$ cat src/rtl/core_perf_counters.sv
// Per-core performance counters for the Radiance SIMT core.
// Saturating event counters gated by a run/drain/done kernel-completion FSM.
module core_perf_counters #(
  parameter int unsigned NUM_WARPS     = 8,
  parameter int unsigned COUNTER_WIDTH = 64,
  parameter int unsigned RETIRE_W      = 4,
  parameter int unsigned DRAIN_CYCLES  = 16
) (
  input  logic                               clock,
  input  logic                               reset,
  input  logic                               clear,
  input  logic [NUM_WARPS-1:0]               warpActive,
  input  logic [RETIRE_W-1:0]                retireCount,
  input  logic [NUM_WARPS-1:0]               decodeValid,
  input  logic                               eligible,
  input  logic                               issueFire,
  input  logic [NUM_WARPS-1:0]               stallWAW,
  input  logic [NUM_WARPS-1:0]               stallWAR,
  output logic                               finished,
  output logic [COUNTER_WIDTH-1:0]           instRetired,
  output logic [COUNTER_WIDTH-1:0]           cycles,
  output logic [COUNTER_WIDTH-1:0]           cyclesDecoded,
  output logic [COUNTER_WIDTH-1:0]           cyclesEligible,
  output logic [COUNTER_WIDTH-1:0]           cyclesIssued,
  output logic [NUM_WARPS*COUNTER_WIDTH-1:0] perWarp_cyclesDecoded,
  output logic [NUM_WARPS*COUNTER_WIDTH-1:0] perWarp_stallsWAW,
  output logic [NUM_WARPS*COUNTER_WIDTH-1:0] perWarp_stallsWAR
);

  localparam int unsigned SUM_W  = ((COUNTER_WIDTH > RETIRE_W) ? COUNTER_WIDTH : RETIRE_W) + 1;
  localparam int unsigned DCNT_W = $clog2(DRAIN_CYCLES);
  localparam logic [COUNTER_WIDTH-1:0] CNT_MAX    = '1;
  localparam logic [DCNT_W-1:0]        DRAIN_LAST = DCNT_W'(DRAIN_CYCLES - 1);

  typedef enum logic [1:0] {IDLE, RUN, DRAIN, DONE} state_t;

  state_t              state;
  logic [DCNT_W-1:0]   drain_cnt;
  logic                any_active;
  logic                count_en;

  assign any_active = |warpActive;
  assign count_en   = (state == RUN) || (state == DRAIN) || ((state == IDLE) && any_active);

  // Add with clamp at all-ones; the extra sum bit catches the carry out.
  function automatic logic [COUNTER_WIDTH-1:0] sat_add(
    input logic [COUNTER_WIDTH-1:0] a,
    input logic [RETIRE_W-1:0]      b
  );
    logic [SUM_W-1:0] sum;
    sum = SUM_W'(a) + SUM_W'(b);
    if (sum > SUM_W'(CNT_MAX)) return CNT_MAX;
    return COUNTER_WIDTH'(sum);
  endfunction

  always_ff @(posedge clock) begin
    if (reset || clear) begin
      state                 <= IDLE;
      drain_cnt             <= '0;
      finished              <= 1'b0;
      instRetired           <= '0;
      cycles                <= '0;
      cyclesDecoded         <= '0;
      cyclesEligible        <= '0;
      cyclesIssued          <= '0;
      perWarp_cyclesDecoded <= '0;
      perWarp_stallsWAW     <= '0;
      perWarp_stallsWAR     <= '0;
    end else begin
      case (state)
        IDLE: if (any_active) state <= RUN;
        RUN: begin
          if (!any_active) begin
            state     <= DRAIN;
            drain_cnt <= DCNT_W'(1);
          end
        end
        DRAIN: begin
          if (any_active) begin
            state <= RUN;
          end else if (drain_cnt == DRAIN_LAST) begin
            state    <= DONE;
            finished <= 1'b1;
          end else begin
            drain_cnt <= drain_cnt + DCNT_W'(1);
          end
        end
        DONE:    state <= DONE;
        default: state <= IDLE;
      endcase

      if (count_en) begin
        cycles         <= sat_add(cycles, RETIRE_W'(1'b1));
        instRetired    <= sat_add(instRetired, retireCount);
        cyclesDecoded  <= sat_add(cyclesDecoded, RETIRE_W'(|decodeValid));
        cyclesEligible <= sat_add(cyclesEligible, RETIRE_W'(eligible));
        cyclesIssued   <= sat_add(cyclesIssued, RETIRE_W'(issueFire));
        for (int i = 0; i < NUM_WARPS; i++) begin
          perWarp_cyclesDecoded[i*COUNTER_WIDTH +: COUNTER_WIDTH] <=
            sat_add(perWarp_cyclesDecoded[i*COUNTER_WIDTH +: COUNTER_WIDTH], RETIRE_W'(decodeValid[i]));
          perWarp_stallsWAW[i*COUNTER_WIDTH +: COUNTER_WIDTH] <=
            sat_add(perWarp_stallsWAW[i*COUNTER_WIDTH +: COUNTER_WIDTH], RETIRE_W'(stallWAW[i]));
          perWarp_stallsWAR[i*COUNTER_WIDTH +: COUNTER_WIDTH] <=
            sat_add(perWarp_stallsWAR[i*COUNTER_WIDTH +: COUNTER_WIDTH], RETIRE_W'(stallWAR[i]));
        end
      end
    end
  end

endmodule
$ cat config.mk
export PLATFORM = sky130hd
export DESIGN_NAME = core_perf_counters
export DESIGN_NICKNAME = d
export VERILOG_FILES = /design/src/rtl/core_perf_counters.sv
export SDC_FILE = /design/constraint.sdc
export NUM_CORES = 2
export LEC_CHECK = 0
export ABC_AREA = 0
export BUFFER_PORTS_ARGS = -buffer_cell sky130_fd_sc_hd__clkbuf_2
export CORE_AREA = 2 2 747 749
export DETAILED_ROUTE_END_ITERATION = 7
export DIE_AREA = 0 0 749 751
export PLACE_DENSITY = 0.44
export SYNTH_ARGS = -nofsm -noshare
export SYNTH_HDL_FRONTEND = slang
export SYNTH_SLANG_ARGS = --single-unit
$ cat constraint.sdc
create_clock -name clock -period 5.5 [get_ports clock]
set_clock_uncertainty 0.15 [all_clocks]
set_input_delay 0.55 -clock clock [delete_from_list [all_inputs] [get_ports clock]]
set_output_delay 0.55 -clock clock [all_outputs]
set_load 0.01 [all_outputs]
Yosys cells after proc, flatten, opt, wreduce, memory -nomap -nowiden
Cells that the tools add are included.
Storage, ports and cells
  register bits: 1863
  output and inout bits: 1857
  input port bits: 41
  word-level logic and storage cells: 245
Cells by class
  reductions and logical operators: 11
  bitwise logic cells: 1
  multiplexer cells: 154
  add/subtract/negate cells: 30
  eq/ne operators: 9
  order comparisons: 29
Operator list (count)
  $mux W64: 58
  $gt A65 B64 Y1 const B: 29
  $add A64 B1 Y65: 27
  $mux W1: 87
  $add A64 B1 Y65 const B: 1
  $add A64 B4 Y65: 1
  $reduce_or A8 Y1: 2
  $mux W4: 3
  $mux W2: 4
  $ne A2 B2 Y1 const B: 4
  $pmux W2 S4: 1
  $pmux W4 S2: 1
  $reduce_and A3 Y1: 2
  $add A4 B1 Y4 const B: 1
  $eq A2 B2 Y1 const B: 2
  $eq A4 B4 Y1 const B: 1
  $reduce_and A4 Y1: 1
  $logic_or A1 B1 Y1: 3
  $ne A3 B2 Y1 const B: 1
  $eq A2 B1 Y1 const B: 1
  $logic_not A2 Y1: 1
  $reduce_bool A2 Y1: 1
  $logic_and A1 B1 Y1: 1
  $not A1 Y1: 1

Logic depth before layout (Yosys ltp)
  word-level depth: 7
  mapped depth: 15
  gate-level depth less buffers: 13

Least setup slack after synthesis
Ideal clock, no wire load.
  path type: input to register
  from: in decodeValid[1]
  to: reg cyclesDecoded[37]
  stages: 15
  data required time: 5259 ps
  arrival time: 3656 ps
  path slack: 1603 ps
  library setup time: 91 ps
  path buffers: 2
  cells stage by stage: nor4_1 > nand2_1 > ha_1 > ha_1 > nand3_1 > nor4_1 > nand4_1 > nor4_1 > a31o_2 > clkbuf_1 > buf_2 > nor2_1 > nor2_1 > nor2_1 > a311oi_1
On the way
  word-level cells in the longest chain between the ends: 7
RTL lines
  start, declared: line 14  | input logic [NUM_WARPS-1:0] decodeValid,
  $reduce_or A8 Y1 (*): line 95  | cyclesDecoded <= sat_add(cyclesDecoded, RETIRE_W'(|decodeValid));
  $add A64 B1 Y65 (*): line 51  | sum = SUM_W'(a) + SUM_W'(b);
  $gt A65 B64 Y1: line 52  | if (sum > SUM_W'(CNT_MAX)) return CNT_MAX;
  $mux W1: line 52
  $mux W1: line 92  | if (count_en) begin
  $mux W1: line 57  | if (reset || clear) begin
  $mux W64 (*): line 53  | return COUNTER_WIDTH'(sum);
  end signal, assigned: line 95
  end, declared: line 22  | output logic [COUNTER_WIDTH-1:0] cyclesDecoded,
Mark *: on every way between the ends. The rest lies on a longest branch, timed or not. The select of a mux whose other input is x is not followed.
A chain may end at the register's enable or synchronous reset.

Worst setup path after layout
  from: reg cycles[0]
  to: reg cycles[54]
On the way
  word-level cells in the longest chain between the ends: 6
RTL lines
  start, declared: line 21  | output logic [COUNTER_WIDTH-1:0] cycles,
  start signal, assigned: line 93  | cycles <= sat_add(cycles, RETIRE_W'(1'b1));
  $add A64 B1 Y65 (*): line 51
  $gt A65 B64 Y1: line 52
  $mux W1: line 52
  $mux W1: line 92
  $mux W1: line 57
  $mux W64 (*): line 53
Marks and branches as above.

==> qor.txt <==
status -> finished clean
area of the multi-input gates -> 0.0558 mm²
drt first pass iters -> 6
GP Congestion -> 0.938
slowest cell delay on critical path -> 0.72 ns
area taken by flip-flops and latches -> 0.0373 mm²
Die Y-Extent -> 751 µm
vias per inst -> 5.06
clk_lat worst skew -> 1.00 ns
Pwr Density -> 279 mW/mm²
row cnt -> 274
HP Start -> warpActive[2]
final WL -> 554,000 µm
Post-Syn Area -> 0.0966 mm²
mux cell area share after synthesis -> 0.00242
largest family of logic cells by synthesized area -> simple AND/OR/NAND/NOR gates
critical path required time -> 6.21 ns
setup repair bufs after CTS -> 0
initial DRC count -> 10,400
CTS tree -> done
clock network power share -> 0.483
Tmin final -> 4.77 ns
top cell type's share of synthesized area -> 0.386
Nets -> 14,600
Hold Vio Cnt, Final -> 0
fraction of registers with async set/reset -> 0
Slowest-stage cell, CP -> or4_1
Core ar. -> 0.555 mm²
crit-path most repeated cell -> nand4_1
combinational power share -> 0.102
Sequential Power Share -> 0.415
max-cap viol count -> 0
top cells by area, synth -> dfxtp_1 (39%), a21oi_1 (7.3%), nor2_1 (6.7%)
DPL Wire Length -> 426,000 µm
# clock sinks -> 1,863
Die X -> 749 µm
initial core utilization -> 0.174
adder-cell area share of the yosys netlist -> 0.00876
register area share after synthesis -> 0.386
setup_tns -> 0 ns
XOR/XNOR share of the synthesized area -> 0.00299
GRT Resource Usage Total -> 0.184
EDFF count, synth -> 0
Leak -> 43.1 nW
CP Launch Type -> flip-flop
clk slew on worst S/H paths -> 0.06 ns
GR Overflow Total -> 0
complex-gate fraction of the synthesized area -> 0.261
Period Utilization, post-route -> 0.867
Synth Area in Simple Gates -> 0.300
RSZ-0062 raised after global routing -> no
synthesized instance count -> 12,800
Synth area leader -> dfxtp_1
slew at the pin with the worst max-slew slack -> 1.18 ns
Mean Syn Cell Area -> 7.52 µm²
Syn. warnings -> 0
average wire per standard cell -> 25.2 µm
IO Count -> 1,898
CP Launch Point -> cycles[0]
synthesized flop and latch total -> 1,863
Netlist cell types -> 77
# setup viols final -> 0
Worst Hold Class -> input port to flip-flop
max frequency -> 210 MHz
switching fraction of total power -> 0.291
R2R Path Start -> cycles[0]
first-pass GRT wire length -> 775,000 µm
Max Buffers Root-to-Sink -> 4
worst-path cell chain -> nand4_1, or4_1, nor4_1, xnor2_1, a2111oi_0, nand4_1, nor4_4, buf_4, nor2_1, a311oi_1
fin util -> 0.222
final antenna-violating net count -> 0
Final Total Pwr -> 34.4 mW
critical path class -> flip-flop to flip-flop
area of the die -> 0.562 mm²
worst vdd ir -> 0.282 mV
I/O Buffers -> 1,897
Root Buffer -> clkbuf_16
synth-to-layout area growth -> 27.7%
most frequent cells in the layout -> clkbuf_2 (1,897), dfxtp_1 (1,863), nor2_1 (1,710)
Psw -> 10.0 mW
Max transition margin -> 0.208
commonest non-fill, non-tap cell in the layout -> clkbuf_2
Max FO, Critical Path -> 11
share of cells above drive strength 1 -> 0.189
post_cts resized -> 0
CP arrival -> 5.48 ns
fillers -> 62,000
vias in the first global route -> 99,500
P_int -> 24.4 mW
Setup crit end kind -> flip-flop
H-tree Lvls -> 4
pin count of the biggest net entering global routing -> 136
Num CTS Buffers -> 242
DR vias -> 111,000
DRC -> 0
Slew Viols, Final -> 0
Most used DFF post-synth -> dfxtp_1
post-synthesis net count -> 12,900
initial antenna violation count -> 17
synth_stat cells (all sizes together), types with 59 or more instances:
library cell     n
a31oi          210
o21a            85
nand3          842
nor2          1719
a211o          174
a21oi         1409
a311oi         532
and4           156
nor3           613
nor2b           60
and3           486
and2           150
nor4           146
or2             59
or3             82
o221a          106
o22ai           63
clkbuf         764
dfxtp         1863
inv            195
nand4          459
o21ai          858
nand2          985
ha              66
a211oi         313
sequential cells by signal, indices dropped and copies added (netlist names):
name and cells:
cyclesDecoded 64, cyclesIssued 64, perWarp_stallsWAR 512, perWarp_stallsWAW 512, perWarp_cyclesDecoded 512, cyclesEligible 64
cycles 64, finished 1, drain_cnt 4, state 2, instRetired 64
cell type report:
| cell class | count | share of cell area |
|---|---|---|
| Multi-Input combinational cell | 9970 | 0.453 |
| Sequential cell | 1863 | 0.302 |
| Timing Repair Buffer | 2193 | 0.0995 |
| Tap cell | 7314 | 0.0742 |
| Clock buffer | 359 | 0.0579 |
| Clock inverter | 74 | 0.00756 |
| Inverter | 195 | 0.00593 |
| Antenna cell | 6 | 0.000122 |
what timing repair did:
item / in CTS / in global routing
hold buffers: 33 / 0
endpoints found under the hold margin: 68 / 0
endpoints found under the setup margin: 0 / 0
final timing paths:
path | to | slack [ns] | depth (start not counted)
min | drain_cnt[1] | 0.14 | 7
max | cycles[54] | 0.73 | 10
max reg2reg | cycles[54] | 0.73 | 10
min reg2reg | perWarp_stallsWAR[0] | 0.33 | 2
stage by stage:
stage / setup slack [ns] / cell area (µm²) / std cells / hold WS (ns)
2_1_floorplan: 1.60 / 96600 / 12800 / 0.336
3_3_place_gp: 0.569 / 115000 / 21500 / 0.309
4_1_cts: 0.862 / 123000 / 22000 / 0.00672
5_1_grt: 0.455 / 123000 / 22000 / 0.0619
3_5_place_dp: 0.565 / 115000 / 21500 / 0.320
6_report: 0.731 / 123000 / 22000 / 0.141
power groups by stage:
stage	logic (mW)	registers (mW)	clock network [mW]
floorplan	1.85	14.6	0
finish	3.50	14.3	16.6
global placement	3.47	14.6	0
detailed placement	3.47	14.6	0
CTS	3.50	14.3	17.1
global route	3.79	14.3	17.6
layer usage:
metal	share of wire	GRT usage	up-vias
met5	0	0	-
met4	0.051	0.0807	0
met3	0.11	0.0729	822
met2	0.42	0.271	4204
met1	0.42	0.235	54500
li1	-	-	51800
cells by family (layout without fill, tap and decap cells):
| kind of cell | count (synthesis) | in the layout |
|---|---|---|
| xor+xnor | 33 | 33 |
| fa+ha+maj | 67 | 67 |
| buf+inv | 1006 | 2821 |
| other cells | 0 | 6 |
| simple gates | 5896 | 5896 |
| mux | 23 | 23 |
| flops | 1863 | 1863 |
| compound gates | 3951 | 3951 |
critical path, delay by kind of cell, from the launching register on:
family	cells	cell delay, ns
xor gates and xnor gates	1	0.13
and+or+nand+nor	6	2.77
buffers and inverters	1	0.31
AOI/OAI and AO/OA	2	0.77
DFF	1	0.53
(Power assumes the default switching activity.)
